**src/rtl/uart1_pkg.sv**
```systemverilog
// Shared UART1 definitions: FSM state encoding, frame width and parity helper.
package uart1_pkg;

    localparam int unsigned DATA_BITS = 8;

    typedef enum logic [2:0] {
        StIdle,
        StStart,
        StData,
        StParity,
        StStop,
        StBreak
    } state_t;

    // Parity bit a transmitter puts on the line for this data word.
    function automatic logic parity_bit(input logic [DATA_BITS-1:0] data, input logic odd);
        return (^data) ^ odd;
    endfunction

endpackage

```
**src/rtl/uart1_rx_if.sv**
```systemverilog
// Receive-side byte stream: valid/ready handshake plus frame qualifiers.
interface uart1_rx_if;
    import uart1_pkg::*;

    logic [DATA_BITS-1:0] rx_data;
    logic                 rx_valid;
    logic                 rx_ready;
    logic                 parity_err;
    logic                 frame_err;
    logic                 overrun_err;
    logic                 busy;

    modport master (
        output rx_data,
        output rx_valid,
        input  rx_ready,
        output parity_err,
        output frame_err,
        output overrun_err,
        output busy
    );

    modport slave (
        input  rx_data,
        input  rx_valid,
        output rx_ready,
        input  parity_err,
        input  frame_err,
        input  overrun_err,
        input  busy
    );

endinterface

```
**src/rtl/uart1_sync.sv**
```systemverilog
// Multi-flop synchroniser for an asynchronous line; resets to 1 so an idle line
// never looks like a start bit coming out of reset.
module uart1_sync #(
    parameter int unsigned STAGES = 2
) (
    input  logic clk,
    input  logic rst_n,
    input  logic d,
    output logic q
);

    logic [STAGES-1:0] ff_q;

    // Shift the raw line through the synchroniser chain.
    always_ff @(posedge clk or negedge rst_n) begin
        if (!rst_n) begin
            ff_q <= '1;
        end else begin
            ff_q <= {ff_q[STAGES-2:0], d};
        end
    end

    assign q = ff_q[STAGES-1];

endmodule

```
**src/rtl/uart1_rx.sv**
```systemverilog
// UART1 receiver: start/8 data/parity/stop frame deserialiser with a one-entry
// valid/ready output register and parity, framing and overrun reporting.
module uart1_rx
    import uart1_pkg::*;
#(
    parameter int unsigned CLKS_PER_BIT = 1,
    parameter int unsigned SYNC_STAGES  = 2,
    parameter int unsigned PARITY_ODD   = 0
) (
    input  logic      clk,
    input  logic      rst_n,
    input  logic      serial_in,
    uart1_rx_if.master rx
);

    localparam int unsigned CW = (CLKS_PER_BIT > 1) ? $clog2(CLKS_PER_BIT) : 1;
    localparam logic [CW-1:0] HALF_CNT = CW'((CLKS_PER_BIT - 1) / 2);
    localparam logic [CW-1:0] LAST_CNT = CW'(CLKS_PER_BIT - 1);
    localparam logic          ODD      = (PARITY_ODD != 0);

    logic s_in;

    state_t               state_q, state_d;
    logic [CW-1:0]        clk_cnt_q, clk_cnt_d;
    logic [2:0]           bit_cnt_q, bit_cnt_d;
    logic [DATA_BITS-1:0] shreg_q, shreg_d;
    logic                 perr_q, perr_d;
    logic                 complete;
    logic                 stop_bad;

    logic [DATA_BITS-1:0] data_q, data_d;
    logic                 valid_q, valid_d;
    logic                 perr_out_q, perr_out_d;
    logic                 ferr_out_q, ferr_out_d;
    logic                 ovr_q, ovr_d;

    uart1_sync #(
        .STAGES (SYNC_STAGES)
    ) u_sync (
        .clk   (clk),
        .rst_n (rst_n),
        .d     (serial_in),
        .q     (s_in)
    );

    // Frame FSM, bit timing and shift register next-state.
    always_comb begin
        state_d   = state_q;
        clk_cnt_d = clk_cnt_q;
        bit_cnt_d = bit_cnt_q;
        shreg_d   = shreg_q;
        perr_d    = perr_q;
        complete  = 1'b0;
        stop_bad  = 1'b0;
        unique case (state_q)
            StIdle: begin
                if (!s_in) begin
                    clk_cnt_d = '0;
                    bit_cnt_d = '0;
                    // One clock per bit: this cycle already is the start-bit sample.
                    state_d   = (CLKS_PER_BIT == 1) ? StData : StStart;
                end
            end
            StStart: begin
                if (clk_cnt_q == HALF_CNT) begin
                    clk_cnt_d = '0;
                    bit_cnt_d = '0;
                    state_d   = s_in ? StIdle : StData;
                end else begin
                    clk_cnt_d = clk_cnt_q + CW'(1);
                end
            end
            StData: begin
                if (clk_cnt_q == LAST_CNT) begin
                    clk_cnt_d = '0;
                    shreg_d   = {s_in, shreg_q[DATA_BITS-1:1]};
                    bit_cnt_d = bit_cnt_q + 3'd1;
                    if (bit_cnt_q == 3'd7) begin
                        state_d = StParity;
                    end
                end else begin
                    clk_cnt_d = clk_cnt_q + CW'(1);
                end
            end
            StParity: begin
                if (clk_cnt_q == LAST_CNT) begin
                    clk_cnt_d = '0;
                    perr_d    = s_in ^ parity_bit(shreg_q, ODD);
                    state_d   = StStop;
                end else begin
                    clk_cnt_d = clk_cnt_q + CW'(1);
                end
            end
            StStop: begin
                if (clk_cnt_q == LAST_CNT) begin
                    clk_cnt_d = '0;
                    complete  = 1'b1;
                    stop_bad  = !s_in;
                    state_d   = s_in ? StIdle : StBreak;
                end else begin
                    clk_cnt_d = clk_cnt_q + CW'(1);
                end
            end
            StBreak: begin
                // Line must return high before another start can be recognised.
                if (s_in) begin
                    state_d = StIdle;
                end
            end
            default: state_d = StIdle;
        endcase
    end

    // Frame FSM state register.
    always_ff @(posedge clk or negedge rst_n) begin
        if (!rst_n) begin
            state_q   <= StIdle;
            clk_cnt_q <= '0;
            bit_cnt_q <= '0;
            shreg_q   <= '0;
            perr_q    <= 1'b0;
        end else begin
            state_q   <= state_d;
            clk_cnt_q <= clk_cnt_d;
            bit_cnt_q <= bit_cnt_d;
            shreg_q   <= shreg_d;
            perr_q    <= perr_d;
        end
    end

    // Output holding register: load on completion, clear on transfer, flag overrun.
    always_comb begin
        data_d     = data_q;
        valid_d    = valid_q;
        perr_out_d = perr_out_q;
        ferr_out_d = ferr_out_q;
        ovr_d      = 1'b0;
        if (complete) begin
            // A coincident transfer frees the slot, so the new byte wins.
            if (!valid_q || rx.rx_ready) begin
                data_d     = shreg_q;
                valid_d    = 1'b1;
                perr_out_d = perr_q;
                ferr_out_d = stop_bad;
            end else begin
                ovr_d = 1'b1;
            end
        end else if (valid_q && rx.rx_ready) begin
            valid_d    = 1'b0;
            perr_out_d = 1'b0;
            ferr_out_d = 1'b0;
        end
    end

    // Output register state.
    always_ff @(posedge clk or negedge rst_n) begin
        if (!rst_n) begin
            data_q     <= '0;
            valid_q    <= 1'b0;
            perr_out_q <= 1'b0;
            ferr_out_q <= 1'b0;
            ovr_q      <= 1'b0;
        end else begin
            data_q     <= data_d;
            valid_q    <= valid_d;
            perr_out_q <= perr_out_d;
            ferr_out_q <= ferr_out_d;
            ovr_q      <= ovr_d;
        end
    end

    assign rx.rx_data     = data_q;
    assign rx.rx_valid    = valid_q;
    assign rx.parity_err  = perr_out_q;
    assign rx.frame_err   = ferr_out_q;
    assign rx.overrun_err = ovr_q;
    assign rx.busy        = (state_q != StIdle);

endmodule

```
**src/flat_wrapper.sv**
```systemverilog
// flat-port wrapper written by rule: the top's interface ports become plain ports
module uart1_rx_flat import uart1_pkg::*;
#(
    parameter int unsigned CLKS_PER_BIT = 1,
    parameter int unsigned SYNC_STAGES  = 2,
    parameter int unsigned PARITY_ODD   = 0
)
  (clk, rst_n, serial_in, rx_rx_data, rx_rx_valid, rx_rx_ready, rx_parity_err, rx_frame_err, rx_overrun_err, rx_busy);
  uart1_rx_if rx_i ();
  input  logic clk;
  input  logic rst_n;
  input  logic serial_in;
  output wire logic [$bits(rx_i.rx_data)-1:0] rx_rx_data;
  output wire logic [$bits(rx_i.rx_valid)-1:0] rx_rx_valid;
  input wire logic [$bits(rx_i.rx_ready)-1:0] rx_rx_ready;
  output wire logic [$bits(rx_i.parity_err)-1:0] rx_parity_err;
  output wire logic [$bits(rx_i.frame_err)-1:0] rx_frame_err;
  output wire logic [$bits(rx_i.overrun_err)-1:0] rx_overrun_err;
  output wire logic [$bits(rx_i.busy)-1:0] rx_busy;
  assign rx_rx_data = rx_i.rx_data;
  assign rx_rx_valid = rx_i.rx_valid;
  assign rx_i.rx_ready = rx_rx_ready;
  assign rx_parity_err = rx_i.parity_err;
  assign rx_frame_err = rx_i.frame_err;
  assign rx_overrun_err = rx_i.overrun_err;
  assign rx_busy = rx_i.busy;
  uart1_rx #(.CLKS_PER_BIT(CLKS_PER_BIT), .SYNC_STAGES(SYNC_STAGES), .PARITY_ODD(PARITY_ODD)) u_core (.clk(clk), .rst_n(rst_n), .serial_in(serial_in), .rx(rx_i));
endmodule
```
**config.mk**
```make
export PLATFORM = sky130hd
export DESIGN_NAME = uart1_rx_flat
export DESIGN_NICKNAME = d
export VERILOG_FILES = /design/src/rtl/uart1_pkg.sv /design/src/rtl/uart1_rx_if.sv /design/src/rtl/uart1_sync.sv /design/src/rtl/uart1_rx.sv /design/src/flat_wrapper.sv
export SDC_FILE = /design/constraint.sdc
export NUM_CORES = 1
export LEC_CHECK = 0
export CAP_MARGIN = 20
export CORE_MARGIN = 3
export CORE_UTILIZATION = 47
export DETAILED_ROUTE_END_ITERATION = 7
export MAX_ROUTING_LAYER = met4
export PLACE_DENSITY = 0.73
export SLEW_MARGIN = 30
export SYNTH_ARGS = -nofsm -noshare
export SYNTH_HDL_FRONTEND = slang
export SYNTH_SLANG_ARGS = --single-unit
```
**constraint.sdc**
```tcl
create_clock -name clk -period 1.6 [get_ports clk]
set_clock_uncertainty 0.15 [all_clocks]
set_input_delay 0.32 -clock clk [delete_from_list [all_inputs] [get_ports clk]]
set_output_delay 0.32 -clock clk [all_outputs]
set_load 0.005 [all_outputs]
```
**Word level (Yosys, flattened, before mapping)**

Cells that the tools add are included.

- Output and inout bits: 13
- Bits in registers: 30
- Word-level logic and storage cells: 77

- $add $sub $neg: 2
- Bitwise gates (word level): 2
- Reductions and logical operators: 18
- Equality and inequality tests: 14
- Multiplexer cells: 30

Operator list:

| kind | number |
|---|---|
| 2-to-1 mux 3 bit | 11 |
| one-hot mux 3 bit (6 select lines) | 1 |
| 2-to-1 mux 1 bit | 15 |
| inequality test 2 bit (second input constant) | 7 |
| AND reduction 2 bit | 5 |
| == test 3 bit (second input constant) | 3 |
| one-hot mux 3 bit (3 select lines) | 1 |
| XOR reduction 8 bit | 1 |
| AND reduction 7 bit | 1 |
| == test 3 x 2 -> 1 bit (second input constant) | 2 |
| nonzero test 3 bit | 2 |
| AND reduction 4 bit | 1 |
| nonzero test 2 bit | 2 |
| OR reduction 4 bit | 1 |
| adder 3 x 1 -> 3 bit (second input constant) | 1 |
| == test 3 x 1 -> 1 bit (second input constant) | 1 |
| logical NOT 3 bit | 1 |
| logical NOT 1 bit | 2 |
| 2-to-1 mux 2 bit | 1 |
| inequality test 2 x 1 -> 1 bit (second input constant) | 1 |
| one-hot mux 1 bit (2 select lines) | 1 |
| adder 1 bit (second input constant) | 1 |
| logical AND 1 bit | 1 |
| logical OR 1 bit | 1 |
| other kinds (2) | 2 |

**Depth between registers and ports, before layout**

Gate-level depths: netlist of run 1.

- Word-level depth: 5
- Depth in mapped cells: 6
- Gate-level depth less buffers: 4

**Cells and area by module**

From an unflattened synthesis of run 1, not the netlist that was laid out.

- Cell total of the unflattened synthesis: 95
- Area, all modules: 1241.2 sq um

By module, submodules not included:

| module | area each (sq um) | cells each | instances |
|---|---|---|---|
| uart1_rx | 1188.6 | 93 | 1 |
| uart1_sync | 52.6 | 2 | 1 |

**Least setup slack after synthesis of run 1**

No wires, ideal clock.

- Path type: register to register
- From: register u_core.state_q[0]
- To: register u_core.shreg_q[0]
- Arrival: 1256 ps
- Stages on the path, launching flop included: 6
- Buffers on the path: 2
- Setup slack: 70 ps
- Cells stage by stage: dfrtp_1 > buf_2 > nor2_1 > and2_1 > buf_6 > mux2_2

- Longest elaborated chain between the ends: 2

Ends and longest elaborated chain:

| item | RTL line | RTL |
|---|---|---|
| start, declared | uart1_rx.sv:23 | `state_t state_q, state_d;` |
| start signal, assigned | uart1_rx.sv:117 | `state_q <= StIdle;` |
| start signal, assigned | uart1_rx.sv:123 | `state_q <= state_d;` |
| == test 3 x 2 -> 1 bit | uart1_rx.sv:55 | `unique case (state_q)` |
| AND reduction 2 bit (no source line) | - |  |
| end signal, assigned | uart1_rx.sv:126 | `shreg_q <= shreg_d;` |
| end, declared | uart1_rx.sv:26 | `logic [DATA_BITS-1:0] shreg_q, shreg_d;` |

No other way between the ends.
A chain may end at the register's enable or synchronous reset.

**Final worst setup path of run 1**

- From: register u_core.state_q[1]
- To: output rx_busy

- Longest elaborated chain between the ends: 1

Ends and longest elaborated chain:

| item | RTL line | RTL |
|---|---|---|
| nonzero test 3 bit | uart1_rx.sv:177 | `assign rx.busy = (state_q != StIdle);` |
| end, declared | flat_wrapper.sv:19 | `output wire logic [$bits(rx_i.busy)-1:0] rx_busy;` |

No other way between the ends.

==> impl_metrics.ini, run 1 <==
[power]
power_mw = 3.33
power_per_cell_area_nw_per_um2 = 2010
leakagePower_nw = 0.777
vdd_drop_max_v = 0.00147

[placement]
dp_cells = 143
detailed_place_hpwl_um = 1420
io_buffers = 16
dp_slack_ns = -0.146
gp_congestion = 0.820

[route]
ant_nets = 0
drt_iter0_drc = 19
firstDrtPassIters = 4
dr_total_vias = 841
wl_um = 2240
via_per_inst = 5.32
wl_per_cell_um = 14.1
drt_drc_violations_left = 0

[finish]
area_growth_pct = 31.9
final_util_pct = 66.2
fillers = 194
n_antenna_cell = 0
drive_above_1_share_pct = 39.1
num-nets-final = 134
layout.cells.non_filler = 158

[worst_setup_path]
cp_num_buf_inv = 1
crit_type = reg2out
cp.arrival_ns = 1.21
worst_ep_required_time_ns = 1.13
crit_family = simple AND/OR/NAND/NOR gates
cp_slowest_cell = or3_4
startpoint_type = flop
cp_slowest_stage_delay_ns = 0.39
path_cells = or3_4 > buf_6
crit_fanout = 2
endpoint_kind = output pin

[clocking]
cts_max_level = 2
clock-root-buffer = clkbuf_4
ctsHoldBuffers = 0
cts_tree = done
clk_latency_ns = 0.32
cts_made_buffers = 5
cts.sinks = 29
clk_pin_slew_worst_paths_ns = 0.08
cts_buffer_depth = 2

[sta]
relSlewSlack_pct = 80.4
setup_violations = 10
rsz0062_at_grt = yes
finalMaxSlewViolations = 0
layout_setup_ws_ns = -0.0824
max_freq_mhz = 594
finalCriticalPeriod_ns = 1.68
holdWs_ns = 0.194
hold_violations = 0
finalCritPeriodShare_pct = 105
tightest_slew_ns = 0.293

[floorplan]
die_h_um = 57.6
die_w_um = 57.6
ioPinCount = 17
placementRows = 18
initial_utilization_pct = 50.2
core_um2 = 2500
dieArea_um2 = 3320

[synthesis]
seq_area_frac_synth_pct = 58.1
syn_avg_cell_area_um2 = 13.8
ys_types = 27
ys_ff_latch = 29
syn_area_um2 = 1250
syn-num-nets = 97
ys_warn_count = 0
synthCells = 91

[run]
cap_violations = 0

[global_routing]
overflow = 0
antenna_found_initial = 0
grt_max_degree = 30
grt_pass1_vias = 798
grt_usage_pct = 15.3
grt_pass1_wl_um = 3550

[status]
violations = setup timing
status = complete, but fails checks

[worst_hold_path]
min_path_type = in2async
==> kinds of logic (layout without fill, tap and decap cells) <==
kind of cell | after synthesis | count (layout) | share of synthesized area [%]
mux | 17 | 17 | 15.3
buf+inv | 4 | 40 | 2.00
flops | 29 | 29 | 58.1
simple gates | 18 | 19 | 8.78
fa+ha+maj | 2 | 2 | 2.00
compound gates | 14 | 14 | 7.88
xor+xnor | 7 | 7 | 5.99
==> synth_stat cells <==
library cell  count  area, um2
and2_1            1       6.26
mux2_2           17        191
xor2_1            2       17.5
or2b_1            1       7.51
o221ai_1          1       8.76
a21o_2            1       8.76
or3_2             1       7.51
ha_1              2       25.0
buf_2             2       10.0
inv_1             1       3.75
nor3b_4           1       18.8
nor2_1            4       15.0
o21ai_0           5       25.0
nand2_4           1       11.3
xnor2_1           4       35.0
dfstp_2           2       52.6
nand3b_1          1       7.51
dfrtp_1          27        676
buf_6             1       11.3
a21oi_1           1       5.00
nand2b_1          1       6.26
nand3_1           1       5.00
nor2b_1           1       6.26
nand2_1           5       18.8
a22o_1            5       43.8
xnor3_1           1       22.5
a211oi_1          1       7.51
==> per-stage QoR <==
step	TNS, ns	instance area [um2]
2_1_floorplan	0	1250
3_3_place_gp	-0.936	1520
3_5_place_dp	-1.01	1520
4_1_cts	-0.104	1580
5_1_grt	-1.25	1650
6_report	-0.374	1650
==> final cells by class <==
cell class	instances	area, um2	share of cell area [%]
Timing Repair Buffer	32	303	18.3
Clock buffer	7	55.1	3.33
Multi-Input combinational cell	59	527	31.8
Inverter	1	3.75	0.227
Tap cell	30	37.5	2.27
Sequential cell	29	728	44.0
==> repair_timing <==
action	CTS	global route
cloned	0	1
endpoints found under the hold margin	0	0
resized for setup	19	8
pin swaps	3	5
endpoints found under the setup margin	21	17
buffers inserted	2	6
==> power breakdown <==
group / internal (mW) / leakage (nW) / total [mW] / switching (mW)
Sequential: 1.05 / 0.348 / 1.28 / 0.229
Combinational: 1.06 / 0.398 / 1.62 / 0.554
Clock: 0.207 / 0.0314 / 0.436 / 0.229
Total: 2.32 / 0.777 / 3.33 / 1.01
==> path summary, 6_finish.rpt <==
path                       cells past startpoint                     to  slack, ns             startpoint
max                                            2                rx_busy      -0.08      u_core.state_q[1]
min                                            2  u_core.rx.overrun_err       0.19                  rst_n
max reg2reg                                    5   u_core.rx.rx_data[7]      -0.06      u_core.state_q[1]
min reg2reg                                    0  u_core.u_sync.ff_q[1]       0.21  u_core.u_sync.ff_q[0]
max in group asynchronous                      2  u_core.u_sync.ff_q[1]       0.86                  rst_n
min in group clk                               0  u_core.u_sync.ff_q[1]       0.21  u_core.u_sync.ff_q[0]
==> layout by cell type, fill, tap and decap left out, types with 2 or more instances in the layout <==
cell type        count
xnor2_1              3
nand2_1              5
dfstp_2              2
dfrtp_1             27
clkbuf_4             5
buf_6                4
o21ai_0              4
buf_4               11
mux2_2              16
dlygate4sd2_1       12
buf_12               2
clkdlybuf4s50_1      3
ha_1                 2
a22o_1               5
xor2_1               2
nor2_1               3
==> registers in the layout, indices dropped and copies added (netlist names), 2 cells and up <==
| name | flops |
|---|---|
| u_core.state_q | 3 |
| u_core.bit_cnt_q | 3 |
| u_core.shreg_q | 8 |
| u_core.rx.rx_data | 8 |
| u_core.u_sync.ff_q | 2 |
==> layer usage <==
metal  global-route usage (%)  vias to the layer above  wire length (um)
met5                        -                        -                 0
met4                     8.28                        0                48
met3                     7.80                        6               145
met2                     21.0                       24              1130
met1                     18.1                      417               914
li1                         -                      394                 -
Note: power is estimated with default switching activity, not from simulation.
==> inputs of run 2 (changes only) <==
--- a/config.mk
+++ b/config.mk
@@ -11,7 +11,7 @@
 export DETAILED_ROUTE_END_ITERATION = 7
 export MAX_ROUTING_LAYER = met4
 export PLACE_DENSITY = 0.73
-export SLEW_MARGIN = 30
+export SLEW_MARGIN = 20
 export SYNTH_ARGS = -nofsm -noshare
 export SYNTH_HDL_FRONTEND = slang
 export SYNTH_SLANG_ARGS = --single-unit
==> results of run 2 <==
No change in the layout: final DEF, timing and power equal those of run 1.
==> inputs of run 3 (changes only) <==
--- a/config.mk
+++ b/config.mk
@@ -5,12 +5,13 @@
 export SDC_FILE = /design/constraint.sdc
 export NUM_CORES = 1
 export LEC_CHECK = 0
-export CAP_MARGIN = 20
+export CAP_MARGIN = 40
 export CORE_MARGIN = 3
 export CORE_UTILIZATION = 47
 export DETAILED_ROUTE_END_ITERATION = 7
 export MAX_ROUTING_LAYER = met4
 export PLACE_DENSITY = 0.73
+export SKIP_CTS_REPAIR_TIMING = 1
 export SLEW_MARGIN = 20
 export SYNTH_ARGS = -nofsm -noshare
 export SYNTH_HDL_FRONTEND = slang
==> run 3 against run 2 <==
The run still ends with setup timing left. Die area unchanged. Via count down 3.0%. Fmax up 1.1%. Worst hold slack better by 0.0021 ns. Combinational power about the same. Register-to-register slack better by 0.07 ns. Critical endpoint unchanged. Largest power group unchanged.
==> impl_metrics.ini, run 3 (synthesized netlist as in run 1, its figures left out) <==
[status]
status = complete, but fails checks
violations = setup timing

[worst_setup_path]
crit_fanout = 2
startpoint = u_core.state_q[1]
startpoint_type = flop
endpoint_kind = output pin
cp.arrival_ns = 1.19
crit_type = reg2out
worst_ep_required_time_ns = 1.13
rr_startpoint = u_core.state_q[1]

[global_routing]
grt_pass1_vias = 780
antenna_found_initial = 0
grt_usage_pct = 15.0
grt_pass1_wl_um = 3470
overflow = 0
grt_max_degree = 30

[finish]
multi_input_area_um2 = 527
final_util_pct = 66.2
n_antenna_cell = 0
area_growth_pct = 32.0
layout.cells.non_filler = 154
fillers = 188
drive_above_1_share_pct = 37.1
layout_common_cells = dfrtp_1 (27), mux2_2 (16), dlymetal6s2s_1 (12)
num-nets-final = 130
layout_commonest_cell = dfrtp_1
regArea_um2 = 728

[sta]
finalCritPeriodShare_pct = 104
finalMaxSlewViolations = 0
finalSetupTns_ns = -0.0645
relSlewSlack_pct = 80.3
max_freq_mhz = 601
hold_violations = 0
rsz0062_at_grt = yes
setup_violations = 1
tightest_slew_ns = 0.295
layout_setup_ws_ns = -0.0645
finalCriticalPeriod_ns = 1.66

[power]
leakagePower_nw = 0.865
power_per_cell_area_nw_per_um2 = 2000
power_mw = 3.32
vdd_drop_max_v = 0.00151

[route]
wl_um = 2180
ant_nets = 0
drt_iter0_drc = 15
via_per_inst = 5.30
dr_total_vias = 816
drt_drc_violations_left = 0
firstDrtPassIters = 4
wl_per_cell_um = 14.2

[placement]
io_buffers = 16
dp_cells = 143
gp_congestion = 0.820
dp_slack_ns = -0.146
detailed_place_hpwl_um = 1420

[clocking]
cts_made_buffers = 5
clk_latency_ns = 0.32
cts_max_level = 2
cts_tree = done
clk_pin_slew_worst_paths_ns = 0.08
cts_buffer_depth = 2
clock-root-buffer = clkbuf_4
cts.sinks = 29

[run]
cap_violations = 0

[floorplan]
placementRows = 18
initial_utilization_pct = 50.2
dieArea_um2 = 3320
ioPinCount = 17
die_w_um = 57.6
core_um2 = 2500
die_h_um = 57.6

[worst_hold_path]
min_path_type = in2async
## run 3: cell types whose count changed in the layout (fill, tap and decap cells not counted), sizes merged
cell | before | now
dlygate4sd2 | 12 | 0
buf | 17 | 12
clkbuf | 7 | 8
dlymetal6s2s | 0 | 12
## run 3: final timing paths
check / to / slack, ns / cells past startpoint
worst max-delay path: rx_busy / -0.06 / 2
worst min-delay path: u_core.rx.overrun_err / 0.20 / 2
worst max register to register: u_core.rx.parity_err / 0.01 / 6
worst min register to register: u_core.u_sync.ff_q[1] / 0.21 / 0
max in group asynchronous: u_core.u_sync.ff_q[1] / 0.86 / 2
min in group clk: u_core.u_sync.ff_q[1] / 0.21 / 0
## run 3: metrics by stage
stage | hold WS (ns) | area, um2
floorplan | -0.126 | 1250
global placement | 0.197 | 1520
detailed placement | 0.198 | 1520
CTS | 0.184 | 1580
global route | 0.185 | 1660
finish | 0.196 | 1660
## run 3: metal layers
layer | vias up | global-route usage, % | wire length (um)
met5 | - | - | 0
met4 | 0 | 7.95 | 48
met3 | 6 | 7.80 | 140
met2 | 17 | 20.6 | 1100
met1 | 409 | 17.7 | 897
li1 | 384 | - | -
## run 3: critical path: stages (launching register included)
cell	delay, ns
dfrtp_1	0.39
or3_4	0.37
clkbuf_2	0.11
## run 3: cell type report
| type | count | share of cell area [%] |
|---|---|---|
| Sequential cell | 29 | 44.0 |
| Tap cell | 30 | 2.27 |
| Clock buffer | 7 | 3.33 |
| Multi-Input combinational cell | 59 | 31.8 |
| Timing Repair Buffer | 28 | 18.4 |
| Inverter | 1 | 0.227 |
## run 3: report_power, final
group | total, mW | switching, mW | internal, mW
Sequential | 1.28 | 0.232 | 1.05
Clock | 0.435 | 0.228 | 0.207
Combinational | 1.60 | 0.539 | 1.06
